### src/rtl/fir_channel_scheduler_if.sv
`default_nettype none
// ============================================================================
// Module   : fir_channel_scheduler_if
// Brief    : Channel-side strobes/samples, FIR engine handshake and tagged
//            result bus for the FIR channel scheduler.
// Revision : 1.0 - initial release
// ============================================================================
interface fir_channel_scheduler_if #(
  parameter int NUM_CH = 4
);
  localparam int CHW = $clog2(NUM_CH);

  logic [NUM_CH-1:0]   ch_valid_in;
  logic [8*NUM_CH-1:0] ch_x_in;
  logic                fir_ready_out;
  logic signed [7:0]   fir_x_out;
  logic [CHW-1:0]      fir_ch_out;
  logic signed [17:0]  fir_y_in;
  logic signed [17:0]  y_out;
  logic [CHW-1:0]      y_ch_out;
  logic                y_valid_out;
  logic [NUM_CH-1:0]   overrun_out;
  logic                busy_out;

  // Scheduler side
  modport slave (
    input  ch_valid_in, ch_x_in, fir_y_in,
    output fir_ready_out, fir_x_out, fir_ch_out,
           y_out, y_ch_out, y_valid_out, overrun_out, busy_out
  );

  // Channel sources / engine / result consumer side
  modport master (
    output ch_valid_in, ch_x_in, fir_y_in,
    input  fir_ready_out, fir_x_out, fir_ch_out,
           y_out, y_ch_out, y_valid_out, overrun_out, busy_out
  );
endinterface
`default_nettype wire

### src/rtl/fir_channel_scheduler.sv
`default_nettype none
// ============================================================================
// Module   : fir_channel_scheduler
// Brief    : Round-robin time-sharing of one multi-bank FIR engine among
//            NUM_CH channels; latches strobes, issues samples, waits out the
//            compute window and returns channel-tagged results.
// Revision : 1.0 - initial release
// ============================================================================
module fir_channel_scheduler #(
  parameter int NUM_CH = 4,
  parameter int WINDOW = 34
) (
  input  logic                   clk_in,
  input  logic                   rst_in,
  fir_channel_scheduler_if.slave bus
);
  localparam int CHW  = $clog2(NUM_CH);
  localparam int CNTW = $clog2(WINDOW);
  localparam logic [CNTW-1:0] CNT_LAST = CNTW'(WINDOW - 2);

  typedef enum logic [1:0] {
    ST_IDLE    = 2'd0,
    ST_ISSUE   = 2'd1,
    ST_RUN     = 2'd2,
    ST_CAPTURE = 2'd3
  } state_t;

  state_t             r_state;
  state_t             w_state_next;
  logic signed [7:0]  w_ch_x   [NUM_CH];
  logic signed [7:0]  w_hold   [NUM_CH];
  logic [NUM_CH-1:0]  w_pending;
  logic [NUM_CH-1:0]  w_overrun;
  logic [CHW-1:0]     r_rr;
  logic [CHW-1:0]     r_grant;
  logic [CHW-1:0]     w_grant;
  logic               w_any;
  int                 w_idx;
  logic signed [7:0]  w_x_next;
  logic [CNTW-1:0]    r_cnt;
  logic               r_ready;
  logic signed [7:0]  r_x;
  logic signed [17:0] r_y;
  logic [CHW-1:0]     r_y_ch;
  logic               r_y_valid;

  // Per-channel sample holding, pending flag and sticky overrun flag
  for (genvar k = 0; k < NUM_CH; k++) begin : g_chan
    logic signed [7:0] r_hold_k;
    logic              r_pend_k;
    logic              r_ovr_k;
    logic              w_clr;

    assign w_ch_x[k]    = bus.ch_x_in[8*k +: 8];
    // The grant is consumed on the ISSUE clock of this channel
    assign w_clr        = (r_state == ST_ISSUE) && (r_grant == CHW'(k));
    assign w_hold[k]    = r_hold_k;
    assign w_pending[k] = r_pend_k;
    assign w_overrun[k] = r_ovr_k;

    // New strobe wins over a same-cycle grant clear, so no sample is lost
    always_ff @(posedge clk_in) begin
      if (!rst_in) begin
        r_hold_k <= '0;
        r_pend_k <= 1'b0;
        r_ovr_k  <= 1'b0;
      end else if (bus.ch_valid_in[k]) begin
        r_hold_k <= w_ch_x[k];
        r_pend_k <= 1'b1;
        if (r_pend_k && !w_clr) begin
          r_ovr_k <= 1'b1;
        end
      end else if (w_clr) begin
        r_pend_k <= 1'b0;
      end
    end
  end

  // Round-robin search: first pending channel strictly after the last grant
  always_comb begin
    w_any   = 1'b0;
    w_grant = r_rr;
    w_idx   = 0;
    for (int i = 1; i <= NUM_CH; i++) begin
      w_idx = (int'(r_rr) + i) % NUM_CH;
      if (!w_any && w_pending[CHW'(w_idx)]) begin
        w_any   = 1'b1;
        w_grant = CHW'(w_idx);
      end
    end
  end

  // Sample handed to the engine: a strobe landing on the grant edge is the freshest
  always_comb begin
    w_x_next = w_hold[w_grant];
    if (bus.ch_valid_in[w_grant]) begin
      w_x_next = w_ch_x[w_grant];
    end
  end

  // Next-state logic for the grant / compute / capture sequence
  always_comb begin
    w_state_next = r_state;
    case (r_state)
      ST_IDLE:    if (w_any) w_state_next = ST_ISSUE;
      ST_ISSUE:   w_state_next = ST_RUN;
      ST_RUN:     if (r_cnt == CNT_LAST) w_state_next = ST_CAPTURE;
      ST_CAPTURE: w_state_next = ST_IDLE;
      default:    w_state_next = ST_IDLE;
    endcase
  end

  // State register plus the registered engine and result outputs
  always_ff @(posedge clk_in) begin
    if (!rst_in) begin
      r_state   <= ST_IDLE;
      r_rr      <= CHW'(NUM_CH - 1);
      r_grant   <= '0;
      r_cnt     <= '0;
      r_ready   <= 1'b0;
      r_x       <= '0;
      r_y       <= '0;
      r_y_ch    <= '0;
      r_y_valid <= 1'b0;
    end else begin
      r_state   <= w_state_next;
      r_ready   <= 1'b0;
      r_y_valid <= 1'b0;
      case (r_state)
        ST_IDLE: begin
          if (w_any) begin
            r_rr    <= w_grant;
            r_grant <= w_grant;
            r_ready <= 1'b1;
            r_x     <= w_x_next;
          end
        end
        ST_ISSUE: r_cnt <= '0;
        ST_RUN:   r_cnt <= r_cnt + CNTW'(1);
        ST_CAPTURE: begin
          r_y       <= bus.fir_y_in;
          r_y_ch    <= r_grant;
          r_y_valid <= 1'b1;
        end
        default: r_cnt <= '0;
      endcase
    end
  end

  assign bus.fir_ready_out = r_ready;
  assign bus.fir_x_out     = r_x;
  assign bus.fir_ch_out    = r_grant;
  assign bus.y_out         = r_y;
  assign bus.y_ch_out      = r_y_ch;
  assign bus.y_valid_out   = r_y_valid;
  assign bus.overrun_out   = w_overrun;
  assign bus.busy_out      = (r_state != ST_IDLE);

endmodule
`default_nettype wire

### src/flat_wrapper.sv
// flat-port wrapper written by rule: the top's interface ports become plain ports
module fir_channel_scheduler_flat 
#(
  parameter int NUM_CH = 4,
  parameter int WINDOW = 34
)
  (clk_in, rst_in, bus_ch_valid_in, bus_ch_x_in, bus_fir_y_in, bus_fir_ready_out, bus_fir_x_out, bus_fir_ch_out, bus_y_out, bus_y_ch_out, bus_y_valid_out, bus_overrun_out, bus_busy_out);
  fir_channel_scheduler_if #(.NUM_CH(NUM_CH)) bus_i ();
  input  logic clk_in;
  input  logic rst_in;
  input wire logic [$bits(bus_i.ch_valid_in)-1:0] bus_ch_valid_in;
  input wire logic [$bits(bus_i.ch_x_in)-1:0] bus_ch_x_in;
  input wire logic [$bits(bus_i.fir_y_in)-1:0] bus_fir_y_in;
  output wire logic [$bits(bus_i.fir_ready_out)-1:0] bus_fir_ready_out;
  output wire logic [$bits(bus_i.fir_x_out)-1:0] bus_fir_x_out;
  output wire logic [$bits(bus_i.fir_ch_out)-1:0] bus_fir_ch_out;
  output wire logic [$bits(bus_i.y_out)-1:0] bus_y_out;
  output wire logic [$bits(bus_i.y_ch_out)-1:0] bus_y_ch_out;
  output wire logic [$bits(bus_i.y_valid_out)-1:0] bus_y_valid_out;
  output wire logic [$bits(bus_i.overrun_out)-1:0] bus_overrun_out;
  output wire logic [$bits(bus_i.busy_out)-1:0] bus_busy_out;
  assign bus_i.ch_valid_in = bus_ch_valid_in;
  assign bus_i.ch_x_in = bus_ch_x_in;
  assign bus_i.fir_y_in = bus_fir_y_in;
  assign bus_fir_ready_out = bus_i.fir_ready_out;
  assign bus_fir_x_out = bus_i.fir_x_out;
  assign bus_fir_ch_out = bus_i.fir_ch_out;
  assign bus_y_out = bus_i.y_out;
  assign bus_y_ch_out = bus_i.y_ch_out;
  assign bus_y_valid_out = bus_i.y_valid_out;
  assign bus_overrun_out = bus_i.overrun_out;
  assign bus_busy_out = bus_i.busy_out;
  fir_channel_scheduler #(.NUM_CH(NUM_CH), .WINDOW(WINDOW)) u_core (.clk_in(clk_in), .rst_in(rst_in), .bus(bus_i));
endmodule
### config.mk
export PLATFORM = sky130hd
export DESIGN_NAME = fir_channel_scheduler_flat
export DESIGN_NICKNAME = d
export VERILOG_FILES = /design/src/rtl/fir_channel_scheduler_if.sv /design/src/rtl/fir_channel_scheduler.sv /design/src/flat_wrapper.sv
export SDC_FILE = /design/constraint.sdc
export NUM_CORES = 1
export LEC_CHECK = 0
export BUFFER_PORTS_ARGS = -buffer_cell sky130_fd_sc_hd__buf_2
export CAP_MARGIN = 20
export CORE_MARGIN = 8
export CORE_UTILIZATION = 54
export CTS_CLUSTER_DIAMETER = 50
export DETAILED_ROUTE_END_ITERATION = 8
export HOLD_SLACK_MARGIN = 0.15
export PLACE_DENSITY_LB_ADDON = 0.1
export SYNTH_ARGS = -nofsm -noshare
export SYNTH_HDL_FRONTEND = slang
export SYNTH_SLANG_ARGS = --single-unit
### constraint.sdc
create_clock -name clk_in -period 2.7 [get_ports clk_in]
set_clock_uncertainty 0.1 [all_clocks]
set_input_delay 0.675 -clock clk_in [delete_from_list [all_inputs] [get_ports clk_in]]
set_output_delay 0.675 -clock clk_in [all_outputs]
set_load 0.02 [all_outputs]
======== Word level (Yosys, flattened, before mapping) ========
Index checks and enable logic that the tools add are counted.
storage, ports and cells
  register bits ........................... 82
  input port bits ......................... 56
  word-level logic and storage cells ...... 118
operators by class
  add/subtract/negate cells ............... 5
  magnitude comparators ................... 6
  eq/ne operators ......................... 9
  multiplexer cells ....................... 43
  bitwise gates (word level) .............. 1
  reductions and logical operators ........ 33
operators with widths
  cell                                                    count
  two-way mux 8 bit                                       5
  binary-select mux 8 bit (select 2 bit)                  2
  two-way mux 1 bit                                       23
  < comparator 2 x 4 -> 1 bit (second input constant)     4
  AND reduction 2 bit                                     7
  two-way mux 2 bit                                       6
  one-hot mux 6 bit (2 select lines)                      1
  nonzero test 2 bit                                      6
  logical AND 1 bit                                       11
  binary-select mux 1 bit (select 2 bit)                  5
  == test 2 bit (second input constant)                   4
  one-hot mux 2 bit (4 select lines)                      1
  zero test 1 bit                                         7
  adder 6 x 1 -> 6 bit (second input constant)            1
  == test 6 bit (second input constant)                   1
  adder 2 x 1 -> 2 bit (second input constant)            2
  adder 2 bit (second input constant)                     2
  == test 2 x 1 -> 1 bit (second input constant)          2
  zero test 2 bit                                         2
  inequality test 2 x 1 -> 1 bit (second input constant)  2
  >= comparator 3 bit (second input constant)             1
  < comparator 2 x 3 -> 1 bit (second input constant)     1
  inverter 2 -> 3 bit                                     1

======== Longest topological paths before layout ========
  word-level depth ........................ 19
  gate-level depth with buffers ........... 8

======== Worst setup path after synthesis ========
OpenSTA, ideal clock, no wires.
  path type ............................... flip-flop to flip-flop
  start ................................... reg u_core.g_chan[1].r_pend_k
  end ..................................... reg u_core.r_x[0], in the netlist u_core.bus.fir_x_out[0]
  setup time .............................. 148 ps
  data arrival time ....................... 1743 ps
  slack ................................... 709 ps
  cell stages (with the launch flop) ...... 8
  path buffers ............................ 1
  clock period less this slack ............ 1991 ps
  path through ............................ dfxtp_1 nor2b_4 or3_1 buf_6 nand2_8 a211oi_2 a311oi_4 a221oi_2
on the way
  cells in the longest elaborated chain, start to end .. 18
ends and longest elaborated chain
  item                                                              line                                                      RTL
  start: declaration                                                fir_channel_scheduler.sv:50                               logic r_pend_k;
  start signal: assignment                                          fir_channel_scheduler.sv:65                               r_pend_k <= 1'b0;
  start signal: assignment                                          fir_channel_scheduler.sv:69                               r_pend_k <= 1'b1;
  start signal: assignment                                          fir_channel_scheduler.sv:74                               r_pend_k <= 1'b0;
  binary-select mux 1 bit (select 2 bit)                            fir_channel_scheduler.sv:86                               if (!w_any && w_pending[CHW'(w_idx)]) begin
  two-way mux 1 bit (implied by the code) (2 in a row)              fir_channel_scheduler.sv:86
  two-way mux 1 bit                                                 fir_channel_scheduler.sv:86
  zero test 1 bit                                                   fir_channel_scheduler.sv:86
  logical AND 1 bit                                                 fir_channel_scheduler.sv:86
  two-way mux 1 bit                                                 fir_channel_scheduler.sv:86
  zero test 1 bit                                                   fir_channel_scheduler.sv:86
  logical AND 1 bit                                                 fir_channel_scheduler.sv:86
  two-way mux 1 bit                                                 fir_channel_scheduler.sv:86
  zero test 1 bit                                                   fir_channel_scheduler.sv:86
  logical AND 1 bit                                                 fir_channel_scheduler.sv:86
  two-way mux 2 bit                                                 fir_channel_scheduler.sv:86
  inverter 2 -> 3 bit (implied by the code)                         fir_channel_scheduler.sv:95, fir_channel_scheduler.sv:97
  binary-select mux 8 bit (select 2 bit), on equally long branches  fir_channel_scheduler.sv:95, fir_channel_scheduler.sv:97
  two-way mux 8 bit, on equally long branches (2 in a row)          fir_channel_scheduler.sv:95, fir_channel_scheduler.sv:97
  two-way mux 8 bit                                                 fir_channel_scheduler.sv:96                               if (bus.ch_valid_in[w_grant]) begin
  end signal: assignment                                            fir_channel_scheduler.sv:135                              r_x <= w_x_next;
  end: declaration                                                  fir_channel_scheduler.sv:42                               logic signed [7:0] r_x;
Parallel ways exist; a longest one is shown, timed or not. The select of a mux whose other input is x is not followed.
A chain may end at the register's enable or synchronous reset.

======== Worst setup path after layout ========
  start ................................... reg u_core.g_chan[3].r_pend_k
  end ..................................... reg u_core.r_x[0], in the netlist u_core.bus.fir_x_out[0]
on the way
  cells in the longest elaborated chain, start to end .. 18
ends and longest elaborated chain
  item                                                              line
  start: declaration                                                fir_channel_scheduler.sv:50
  start signal: assignment                                          fir_channel_scheduler.sv:65
  start signal: assignment                                          fir_channel_scheduler.sv:69
  start signal: assignment                                          fir_channel_scheduler.sv:74
  binary-select mux 1 bit (select 2 bit)                            fir_channel_scheduler.sv:86
  two-way mux 1 bit (implied by the code) (2 in a row)              fir_channel_scheduler.sv:86
  two-way mux 1 bit                                                 fir_channel_scheduler.sv:86
  zero test 1 bit                                                   fir_channel_scheduler.sv:86
  logical AND 1 bit                                                 fir_channel_scheduler.sv:86
  two-way mux 1 bit                                                 fir_channel_scheduler.sv:86
  zero test 1 bit                                                   fir_channel_scheduler.sv:86
  logical AND 1 bit                                                 fir_channel_scheduler.sv:86
  two-way mux 1 bit                                                 fir_channel_scheduler.sv:86
  zero test 1 bit                                                   fir_channel_scheduler.sv:86
  logical AND 1 bit                                                 fir_channel_scheduler.sv:86
  two-way mux 2 bit                                                 fir_channel_scheduler.sv:86
  inverter 2 -> 3 bit (implied by the code)                         fir_channel_scheduler.sv:95, fir_channel_scheduler.sv:97
  binary-select mux 8 bit (select 2 bit), on equally long branches  fir_channel_scheduler.sv:95, fir_channel_scheduler.sv:97
  two-way mux 8 bit, on equally long branches (2 in a row)          fir_channel_scheduler.sv:95, fir_channel_scheduler.sv:97
  two-way mux 8 bit                                                 fir_channel_scheduler.sv:96
Parallel ways exist; a longest one is shown, timed or not. The select of a mux whose other input is x is not followed.

==> metrics <==
status=complete, no violations; minimum clock period=2.281 ns; total power=0.004064 W; overall routing resource usage=18.53%; CTS Sinks=82; Area growth, synth to finish=17.84%; clock insertion delay at the later pin of the skew report=0.36 ns; Die Y=102.4 um; Final TNS setup=0 ns; dpl ws=0.4435 ns; count of buffers from port buffering=92; Mapped Nets=465; Final setup viols=0; synthesized area=0.004033 mm^2; core footprint=0.007253 mm^2; register bit total from synthesis=82; Max-slew headroom=40.55%; Post-Synthesis Cells=403; sequential standard cell area=0.001642 mm^2; R2R cell count=6; fmax=438.4 MHz; hold-critical path endpoint=u_core.g_chan[1].r_ovr_k; total grt overflow=0; Post-DRT Antenna Nets=0; # IOs=93; area of the multi-input gates=0.002167 mm^2; CP endpoint kind=flop; async set or reset register ratio after synthesis=0%; hold slack final=0.3959 ns; site row count=31; filler cell count=647; Starting Density=55.60%; DP Wirelength=6964 um; die area=0.01049 mm^2; sw frac=38.30%; required time worst endpoint=2.87 ns; final WL=9520 um; worst hold path cell count=2; WP data arrival=2.45 ns; R2R Setup Slk=0.42 ns; CTS H-tree depth=3; post-CTS setup buffer count=0; Worst Path Max Fanout=28; first-pass GRT wire length=15370 um; Vias/cell=5.313; fin crit share=84.49%; Finished Cell Area=0.004752 mm^2; vias after detailed routing=3145; RSZ-0062 raised after global routing=false; Resized Gates After CTS=0; largest net degree at the start of global routing=39; peak supply drop=0.4248 mV; TritonCTS clock tree=built; Least-Margin Pin Slew=0.8884 ns; CP Class=flop to flop; worst r2r src=u_core.g_chan[3].r_pend_k; Placer Congestion=0.8722; residual DRC count=0; fin. max-slew vios=0; DRT iter0 DRCs=88; clock-pin slew on the worst setup and hold paths=0.09 ns; Cell Pwr Density=855.3 mW/mm^2; final hold vios=0; number of antenna repair diodes=0; yosys warns=0; CTS Buf Count=9; number of global-route vias before repair=3213; Clk network pwr share=23.0%; die width=102.4 um; Seq pwr share=37.1%; Synth Flop Type=dfxtp_1; FF-to-FF End=u_core.bus.fir_x_out[0]; type of origin of the critical path=flop; CTS max path bufs=2; final setup margin=0.4189 ns; initial antenna violation count=0; clk root buf=clkbuf_8; Logic pwr share=39.9%; Syn Area/Cell=10.01 um^2; Final nets=550; 1st-pass router iterations=4; HP Start=u_core.g_chan[1].r_ovr_k; layout cells sized above 1=30.02%; net switching power=0.001557 W; number of max-cap violations=0; Area after DPL=0.004543 mm^2; hold_buf cts=0; DR WL/cell=16.08 um; Min-Delay Path Class=flop to flop; sequential share of the synthesized area=40.71%; Yosys cell types=52; leakage=2.060 nW; Post-synth EDFFs=0; Internal=0.002508 W
-- worst max-delay path: stages, from the launching register on --
cell and delay (ns):
dfxtp_1 0.44, nor2_1 0.11, or3_1 0.51, nand2_8 0.32, mux2i_1 0.15, mux2_2 0.29
a221oi_2 0.26
-- layer usage --
metal / global-route usage (%) / up-vias / wire length, um
met1: 23.01 / 1466 / 4379
met2: 29.59 / 89 / 4299
li1: - / 1576 / -
met4: 5.982 / 0 / 146
met5: 0 / - / 0
met3: 5.995 / 14 / 694
-- worst max path at each step --
stage | start | to | cells after the start
final | u_core.g_chan[3].r_pend_k | u_core.bus.fir_x_out[0] | 6
after global placement | bus_ch_valid_in[3] | u_core.bus.fir_x_out[1] | 6
after global routing | u_core.r_rr[1] | u_core.bus.fir_x_out[1] | 7
after detailed placement | u_core.g_chan[3].r_pend_k | u_core.bus.fir_x_out[0] | 6
after floorplan | u_core.g_chan[1].r_pend_k | u_core.bus.fir_x_out[0] | 7
after CTS | u_core.g_chan[3].r_pend_k | u_core.bus.fir_x_out[0] | 6
-- placed cells by master, fill, tap and decap left out, drive strengths merged, types with 5 or more instances in the layout --
master  Yosys  layout
nor2b      60      60
ha          6       6
buf        14     104
clkbuf     16       9
a21oi       5       5
o21ai      18      18
nand3       5       5
nand2      11      11
nor2       23      23
inv        16      19
mux2i      72      72
mux2        8       8
a211oi     13      13
dfxtp      82      82
-- stage by stage --
| step | instances | utilization [%] |
|---|---|---|
| floorplan | 403 | - |
| detailed placement | 576 | 62.64 |
| global route | 592 | 65.52 |
| global placement | 576 | 62.64 |
| finish | 592 | 65.52 |
| CTS | 592 | 65.52 |
-- flip-flops by register name, summed over array words and instances, names as in the netlist --
name and cells:
u_core.g_chan.r_hold_k 32, u_core.g_chan.r_pend_k 4, u_core.bus.fir_ch_out 2, u_core.r_cnt 6
u_core.bus.fir_ready_out 1, u_core.bus.y_valid_out 1, u_core.r_rr 2, u_core.bus.fir_x_out 8
u_core.r_state 2, u_core.g_chan.r_ovr_k 4, u_core.bus.y_ch_out 2, u_core.bus.y_out 18
-- synthesized netlist by cell type (2+ instances only) --
library cell / count / area share (%)
inv_1: 16 / 1.5
xor2_1: 3 / 0.65
o221a_2: 4 / 1.1
mux2_2: 4 / 1.1
o21ai_1: 3 / 0.37
nor2_1: 23 / 2.1
o311a_1: 3 / 0.74
o21a_1: 3 / 0.56
a21oi_1: 5 / 0.62
nor2b_1: 59 / 9.2
nor4_1: 2 / 0.31
a21boi_1: 2 / 0.37
nand2_1: 10 / 0.93
mux2i_1: 72 / 18
a221oi_1: 3 / 0.65
clkbuf_1: 15 / 1.4
buf_6: 2 / 0.56
dfxtp_1: 82 / 41
nand3_1: 5 / 0.62
nand4_1: 2 / 0.31
a31oi_1: 4 / 0.62
o221ai_1: 3 / 0.65
o211ai_1: 2 / 0.37
mux2_4: 4 / 1.5
nor3_1: 3 / 0.37
buf_1: 6 / 0.56
ha_1: 6 / 1.9
a211oi_1: 5 / 0.93
a211oi_2: 8 / 2.5
o31a_1: 3 / 0.65
o21ai_0: 13 / 1.6
or3_1: 2 / 0.31
buf_4: 4 / 0.74
and2_1: 4 / 0.62
-- cells by family after synthesis --
| kind of cell | after synthesis | share of synthesized area, % |
|---|---|---|
| adder cells (fa/ha/maj) | 6 | 1.862 |
| AND/OR/NAND/NOR | 118 | 16.75 |
| AO/OA/AOI/OAI | 68 | 13.99 |
| XOR/XNOR | 3 | 0.6517 |
| flip-flops | 82 | 40.71 |
| multiplexers | 80 | 20.48 |
| buffers and inverters | 46 | 5.554 |
-- power by group through the flow --
stage / sequential [W] / clock (W) / combinational [W]
2_1_floorplan: 0.00162 / 0 / 0.00114
4_1_cts: 0.00150 / 0.000946 / 0.00163
6_report: 0.00151 / 0.000934 / 0.00162
5_1_grt: 0.00153 / 0.000992 / 0.00176
3_3_place_gp: 0.00153 / 0 / 0.00161
3_5_place_dp: 0.00153 / 0 / 0.00162
-- layout make-up --
class | instances | share of cell area, %
clock buffer | 9 | 2.607
inverter | 16 | 1.264
sequential | 82 | 34.54
timing repair buffer | 104 | 11.59
clock inverter | 7 | 1.790
multi-input combinational | 275 | 45.60
tap | 99 | 2.607
(Power assumes the default switching activity.)
